[config.mk]
export PLATFORM = sky130hd
export DESIGN_NAME = button_conditioner
export DESIGN_NICKNAME = d
export VERILOG_FILES = /design/src/rtl/button_conditioner_pkg.sv /design/src/rtl/button_conditioner_debounce_channel.sv /design/src/rtl/button_conditioner.sv
export SDC_FILE = /design/constraint.sdc
export NUM_CORES = 1
export LEC_CHECK = 0
export CORE_MARGIN = 1
export CORE_UTILIZATION = 26
export CTS_CLUSTER_DIAMETER = 30
export CTS_CLUSTER_SIZE = 40
export DETAILED_ROUTE_END_ITERATION = 12
export PLACE_DENSITY_LB_ADDON = 0.08
export SYNTH_ARGS = -nofsm -noshare
export SYNTH_HDL_FRONTEND = slang
export SYNTH_SLANG_ARGS = --single-unit
[constraint.sdc]
create_clock -name clock -period 3.9 [get_ports clock]
set_clock_uncertainty 0.2 [all_clocks]
set_input_delay 0.975 -clock clock [delete_from_list [all_inputs] [get_ports clock]]
set_output_delay 0.975 -clock clock [all_outputs]
set_load 0.01 [all_outputs]
[src/rtl/button_conditioner_pkg.sv]
// Shared definitions for the button conditioner: debounce state encoding,
// channel indices and counter sizing helper.
package button_conditioner_pkg;

  localparam logic [1:0] ST_IDLE         = 2'd0;
  localparam logic [1:0] ST_PRESS_WAIT   = 2'd1;
  localparam logic [1:0] ST_PRESSED      = 2'd2;
  localparam logic [1:0] ST_RELEASE_WAIT = 2'd3;

  localparam int DEFAULT_DEBOUNCE_CYCLES = 1_000_000;

  localparam int NUM_CH   = 6;
  localparam int CH_ONE   = 0;
  localparam int CH_TWO   = 1;
  localparam int CH_THREE = 2;
  localparam int CH_PAUSE = 3;
  localparam int CH_RSTPT = 4;
  localparam int CH_TEAM  = 5;

  // Bits needed to hold 0..max_val, never less than one.
  function automatic int cnt_width(input int max_val);
    if (max_val < 1) begin
      return 1;
    end else begin
      return $clog2(max_val + 1);
    end
  endfunction

endpackage

[src/rtl/button_conditioner_debounce_channel.sv]
// One raw input: synchroniser chain followed by a four-state debounce FSM
// producing a clean level and a single-cycle rise strobe.
module debounce_channel
  import button_conditioner_pkg::*;
#(
  parameter int DEBOUNCE_CYCLES = DEFAULT_DEBOUNCE_CYCLES,
  parameter int SYNC_STAGES     = 2,
  parameter bit REQUIRE_RELEASE = 1'b1
) (
  input  logic clock,
  input  logic reset,
  input  logic i_raw,
  output logic o_level,
  output logic o_rise
);

  localparam int               CNT_W    = cnt_width(DEBOUNCE_CYCLES);
  localparam logic [CNT_W-1:0] CNT_LAST = CNT_W'(DEBOUNCE_CYCLES - 1);

  logic [SYNC_STAGES-1:0] r_sync;
  logic [SYNC_STAGES-1:0] r_fill;
  logic                   r_armed;
  logic [1:0]             r_state;
  logic [CNT_W-1:0]       r_cnt;
  logic                   r_level;
  logic                   r_rise;

  logic             w_in;
  logic             w_valid;
  logic [CNT_W-1:0] w_cnt_inc;

  assign w_in      = r_sync[SYNC_STAGES-1];
  assign w_valid   = r_fill[SYNC_STAGES-1];
  assign w_cnt_inc = r_cnt + CNT_W'(1);

  // r_fill marks when the chain output holds a sample taken after reset.
  always_ff @(posedge clock) begin
    if (reset) begin
      r_sync <= {SYNC_STAGES{1'b0}};
      r_fill <= {SYNC_STAGES{1'b0}};
    end else begin
      r_sync <= {r_sync[SYNC_STAGES-2:0], i_raw};
      r_fill <= {r_fill[SYNC_STAGES-2:0], 1'b1};
    end
  end

  // Buttons must be seen released once after reset before a press can count.
  always_ff @(posedge clock) begin
    if (reset) begin
      r_state <= ST_IDLE;
      r_cnt   <= CNT_W'(0);
      r_level <= 1'b0;
      r_rise  <= 1'b0;
      r_armed <= 1'b0;
    end else begin
      r_rise <= 1'b0;
      if (w_valid && !w_in) begin
        r_armed <= 1'b1;
      end
      case (r_state)
        ST_IDLE: begin
          r_level <= 1'b0;
          if (w_in && (r_armed || !REQUIRE_RELEASE)) begin
            r_state <= ST_PRESS_WAIT;
            r_cnt   <= CNT_W'(0);
          end
        end
        ST_PRESS_WAIT: begin
          if (!w_in) begin
            r_state <= ST_IDLE;
          end else if (w_cnt_inc == CNT_LAST) begin
            r_state <= ST_PRESSED;
            r_level <= 1'b1;
            r_rise  <= 1'b1;
          end else begin
            r_cnt <= w_cnt_inc;
          end
        end
        ST_PRESSED: begin
          if (!w_in) begin
            r_state <= ST_RELEASE_WAIT;
            r_cnt   <= CNT_W'(0);
          end
        end
        ST_RELEASE_WAIT: begin
          if (w_in) begin
            r_state <= ST_PRESSED;
          end else if (w_cnt_inc == CNT_LAST) begin
            r_state <= ST_IDLE;
            r_level <= 1'b0;
          end else begin
            r_cnt <= w_cnt_inc;
          end
        end
        default: begin
          r_state <= ST_IDLE;
          r_level <= 1'b0;
        end
      endcase
    end
  end

  assign o_level = r_level;
  assign o_rise  = r_rise;

endmodule

[src/rtl/button_conditioner.sv]
// Scoreboard button front end: six debounced channels, score arbitration with
// a shared pulse stretcher and lockout, reset-points pulse, pause toggle, team level.
module button_conditioner
  import button_conditioner_pkg::*;
#(
  parameter int DEBOUNCE_CYCLES = DEFAULT_DEBOUNCE_CYCLES,
  parameter int SYNC_STAGES     = 2,
  parameter int PULSE_CYCLES    = 1,
  parameter int LOCKOUT_CYCLES  = 0
) (
  input  logic clock,
  input  logic reset,
  input  logic btn_one_raw,
  input  logic btn_two_raw,
  input  logic btn_three_raw,
  input  logic btn_pause_raw,
  input  logic btn_rstpt_raw,
  input  logic sw_team_raw,
  output logic one_point,
  output logic two_point,
  output logic three_point,
  output logic reset_points,
  output logic pause,
  output logic team
);

  localparam int PW = cnt_width(PULSE_CYCLES);
  localparam int LW = cnt_width(LOCKOUT_CYCLES);

  logic [NUM_CH-1:0] w_raw;
  logic [NUM_CH-1:0] w_level;
  logic [NUM_CH-1:0] w_rise;
  logic              w_unused;

  logic [PW-1:0] r_score_cnt;
  logic [LW-1:0] r_lock_cnt;
  logic [PW-1:0] r_rst_cnt;
  logic          r_one_point;
  logic          r_two_point;
  logic          r_three_point;
  logic          r_reset_points;
  logic          r_pause;
  logic          r_team;

  logic w_score_free;
  logic w_acc_one;
  logic w_acc_two;
  logic w_acc_three;
  logic w_acc_any;

  assign w_raw = {sw_team_raw, btn_rstpt_raw, btn_pause_raw,
                  btn_three_raw, btn_two_raw, btn_one_raw};

  genvar g;
  generate
    for (g = 0; g < NUM_CH; g++) begin : g_chan
      debounce_channel #(
        .DEBOUNCE_CYCLES (DEBOUNCE_CYCLES),
        .SYNC_STAGES     (SYNC_STAGES),
        .REQUIRE_RELEASE (g != CH_TEAM)
      ) u_chan (
        .clock   (clock),
        .reset   (reset),
        .i_raw   (w_raw[g]),
        .o_level (w_level[g]),
        .o_rise  (w_rise[g])
      );
    end
  endgenerate

  assign w_unused = &{1'b0, w_level[CH_RSTPT:CH_ONE], w_rise[CH_TEAM]};

  // Fixed priority one > two > three; losers and blocked strobes are dropped.
  always_comb begin
    w_score_free = (r_score_cnt == PW'(0)) && (r_lock_cnt == LW'(0));
    w_acc_one    = 1'b0;
    w_acc_two    = 1'b0;
    w_acc_three  = 1'b0;
    if (!w_score_free) begin
      w_acc_one = 1'b0;
    end else if (w_rise[CH_ONE]) begin
      w_acc_one = 1'b1;
    end else if (w_rise[CH_TWO]) begin
      w_acc_two = 1'b1;
    end else if (w_rise[CH_THREE]) begin
      w_acc_three = 1'b1;
    end else begin
      w_acc_one = 1'b0;
    end
    w_acc_any = w_acc_one | w_acc_two | w_acc_three;
  end

  // Shared score pulse counter; lockout loads as the last pulse cycle expires.
  always_ff @(posedge clock) begin
    if (reset) begin
      r_score_cnt   <= PW'(0);
      r_lock_cnt    <= LW'(0);
      r_one_point   <= 1'b0;
      r_two_point   <= 1'b0;
      r_three_point <= 1'b0;
    end else if (w_acc_any) begin
      r_score_cnt   <= PW'(PULSE_CYCLES);
      r_one_point   <= w_acc_one;
      r_two_point   <= w_acc_two;
      r_three_point <= w_acc_three;
    end else if (r_score_cnt != PW'(0)) begin
      r_score_cnt <= r_score_cnt - PW'(1);
      if (r_score_cnt == PW'(1)) begin
        r_one_point   <= 1'b0;
        r_two_point   <= 1'b0;
        r_three_point <= 1'b0;
        r_lock_cnt    <= LW'(LOCKOUT_CYCLES);
      end
    end else if (r_lock_cnt != LW'(0)) begin
      r_lock_cnt <= r_lock_cnt - LW'(1);
    end
  end

  // Independent reset-points pulse stretcher.
  always_ff @(posedge clock) begin
    if (reset) begin
      r_rst_cnt      <= PW'(0);
      r_reset_points <= 1'b0;
    end else if (w_rise[CH_RSTPT] && (r_rst_cnt == PW'(0))) begin
      r_rst_cnt      <= PW'(PULSE_CYCLES);
      r_reset_points <= 1'b1;
    end else if (r_rst_cnt != PW'(0)) begin
      r_rst_cnt <= r_rst_cnt - PW'(1);
      if (r_rst_cnt == PW'(1)) begin
        r_reset_points <= 1'b0;
      end
    end
  end

  // Pause toggle and registered team level.
  always_ff @(posedge clock) begin
    if (reset) begin
      r_pause <= 1'b0;
      r_team  <= 1'b0;
    end else begin
      if (w_rise[CH_PAUSE]) begin
        r_pause <= ~r_pause;
      end
      r_team <= w_level[CH_TEAM];
    end
  end

  assign one_point    = r_one_point;
  assign two_point    = r_two_point;
  assign three_point  = r_three_point;
  assign reset_points = r_reset_points;
  assign pause        = r_pause;
  assign team         = r_team;

endmodule
==> summary.txt, run 1 <==
Synth
  • Share of the synthesized area in the top cell type: 0.337
  • Syn Nets: 1285
  • Synth Instances: 1265
  • Yosys warns: 0
  • Flops & latches, synth: 165
  • Synth top cells by count: dfxtp_1, nand2_1, nand3_1
  • EDFF count, synth: 0
  • Netlist cell types: 88
  • Post-synth top area cell: dfxtp_1
  • Top_reg_cell synth: dfxtp_1
  • Avg Inst Size Synth: between 7 and 8 µm²
  • Mapped cell area: about 0.0098 mm²
  • Top cells by area, synth: dfxtp_1, nand2_1, nand3_1
  • Register area share after synthesis: 0.337
  • Async set-reset flop share out of synthesis: 0
  • Most common cell in the synthesized netlist: dfxtp_1

STA
  • Slew Viols, Final: 0
  • Fmax: 290 MHz
  • Setup_tns: 0 ns
  • Worst-margin pin slew: 0.851 ns
  • RSZ-0062 raised after global routing: false
  • Relative slew slack: 0.430
  • Final-report hold violation count: 0
  • Setup Viol. Count Final: 0
  • Period utilisation layout: 0.884
  • Minimum clock period: 3.45 ns
  • Post-route worst setup slack: 0.452 ns

Die
  • Initial core utilization: 0.266
  • Die Y: 196 µm
  • Core area: 0.0369 mm²
  • Total die area: 0.0385 mm²
  • Die span in x: between 150 and 200 µm
  • Row count: 70
  • IO Pins: 14

Flow run
  • MaxCap Viol Count: 0

Detailed routing
  • Via count: 9120
  • WL per Instance: ~16 µm
  • Routed WL: 27.4 mm
  • Drt pass-1 iters: 5
  • Drt initial violations: roughly 460
  • # DRC: 0
  • Antenna Nets Post-Route: 0
  • Avg Vias per Cell: 5.19

CTS
  • Setup Fix Bufs, Post-CTS: 0
  • Post-CTS resize count: 0
  • CTS buffer count: 17
  • CTS max path bufs: 2
  • Clk root buf: clkbuf_16
  • Clk_lat worst skew: approximately 0.44 ns
  • H-tree lvl count: 4
  • Hold-fix buffers, CTS: 0
  • CTS tree: done
  • Clock transition at path regs: about 0.070 ns
  • Number of clock sinks: 165

Global routing
  • Initial antenna violation count: 0
  • GR Overflow Total: 0
  • Met1 GRT Util: 0.197
  • Vias in the first global route: 8520
  • Global-route wire length before repair: between 40 and 50 mm
  • Met3 Use GR: 0.0242
  • Pin count of the biggest net entering global routing: 65
  • Met2 usage in global routing: 0.236
  • Total GRT Usage: 0.145
  • Busiest grt layer: met2

Setup path
  • Worst-case reg-to-reg path depth: 9
  • Worst reg2reg setup slack: 0.45 ns
  • Critical Path Start Type: register
  • Crit path kind: reg2reg
  • WP data required: 4.04 ns
  • Critical path origin: g_chan[4].u_chan.r_cnt[1]
  • Critical Path AT: around 3.6 ns
  • Worst R2R Start: g_chan[4].u_chan.r_cnt[1]
  • Crit end category: register
  • Crit path max fanout: 11

Placement
  • DP Worst Slack: roughly 0.40 ns
  • Routability congestion estimate: 0.758
  • Dpl hpwl: approximately 19 mm
  • # port buffers: 13

Pwr
  • Leakage Power: approximately 3.3 nW
  • Power density over cell area: approximately 330 mW/mm²
  • VDD IR max: 0.000304 V

Final layout
  • NumNets Final: 1260
  • Share of cells above drive strength 1: 0.0814
  • Fill count: between 3000 and 4000
  • # diodes: 0
  • Area Overhead vs Synth: 12.0%

Status
  • Outcome: completed

Hold path
  • Hold Path Class: reg2reg
==> power breakdown <==
group	internal, W	switching, W
Combinational	0.0000292	0.0000709
Sequential	0.00170	0.00000834
Clock	0.00105	0.000750
==> kinds of logic after synthesis <==
group,after synthesis,share of synthesized area
AOI/OAI and AO/OA,288,0.200
xor gates and xnor gates,29,0.0259
adders and majority gates,12,0.0153
buffers and inverters,122,0.0559
DFF,165,0.337
muxes,17,0.0176
and+or+nand+nor,632,0.349
==> worst max-delay path, stage by stage (launching register included) <==
cell,delay [ns]
dfxtp_1,0.49
ha_1,0.26
nand3_1,0.26
or4_1,0.63
nor3_1,0.22
o211ai_1,0.14
a211oi_2,0.61
buf_4,0.26
a21oi_1,0.07
a41o_1,0.21
==> per-layer routing <==
metal,part of all wire,vias to the layer above
li1,-,4659
met2,0.45,83
met5,0,-
met4,0.010,0
met3,0.020,16
met1,0.52,4362
==> cell type report <==
cell class / instances / area (µm²) / share of cell area
clock buffer: 22 / 464 / 0.0423
clock inverter: 10 / 148 / 0.0134
inverter: 35 / 131 / 0.0120
multi-input combinational: 978 / 5960 / 0.542
sequential: 165 / 3300 / 0.301
tap: 504 / 631 / 0.0574
timing repair buffer: 43 / 353 / 0.0321
==> worst min-delay path by stage <==
stage | startpoint | to | cells past startpoint
finish | r_rst_cnt | r_rst_cnt | 1
global route | g_chan[1].u_chan.r_sync[0] | g_chan[1].u_chan.r_sync[1] | 1
CTS | r_rst_cnt | r_rst_cnt | 1
detailed placement | r_rst_cnt | r_rst_cnt | 1
global placement | r_rst_cnt | reset_points | 1
floorplan | r_rst_cnt | r_rst_cnt | 1
==> flip-flops by register name, summed over array words and instances (netlist names), 2 cells and up, named ones only <==
signal                 cells
g_chan.u_chan.r_armed      5
g_chan.u_chan.o_rise       5
g_chan.u_chan.r_fill       2
g_chan.u_chan.r_state      6
g_chan.u_chan.r_sync      12
g_chan.u_chan.r_cnt      120
==> cell usage in the layout, fill, tap and decap left out, drive strengths merged, types with 20 or more instances in the layout <==
| cell type | instances |
|---|---|
| clkbuf | 22 |
| inv | 36 |
| nand3 | 99 |
| a21oi | 66 |
| or4 | 20 |
| nor2 | 89 |
| nand2 | 153 |
| nor3 | 44 |
| buf | 31 |
| nand4 | 44 |
| and3 | 30 |
| dfxtp | 165 |
| o21ai | 53 |
| nor2b | 21 |
| nor4 | 28 |
| a31oi | 30 |
==> metrics by stage <==
stage                      util  hold slack, ns  instance area, µm²  cells  total power (W)
after floorplan               -           0.198                9810   1265          0.00181
after CTS                 0.298           0.223               11000   1757          0.00367
after global placement    0.281           0.205               10400   1725          0.00185
after detailed placement  0.281           0.213               10400   1725          0.00185
after global routing      0.298           0.252               11000   1757          0.00376
final                     0.298           0.222               11000   1757          0.00360
(Power assumes the default switching activity.)
==> run 2: changes to the inputs <==
--- a/config.mk
+++ b/config.mk
@@ -8,7 +8,7 @@
 export CORE_MARGIN = 1
 export CORE_UTILIZATION = 26
 export CTS_CLUSTER_DIAMETER = 30
-export CTS_CLUSTER_SIZE = 40
+export CTS_CLUSTER_SIZE = 25
 export DETAILED_ROUTE_END_ITERATION = 12
 export PLACE_DENSITY_LB_ADDON = 0.08
 export SYNTH_ARGS = -nofsm -noshare
==> results of run 2 <==
Same layout as run 1: the final DEF is identical, and so are final timing and power.
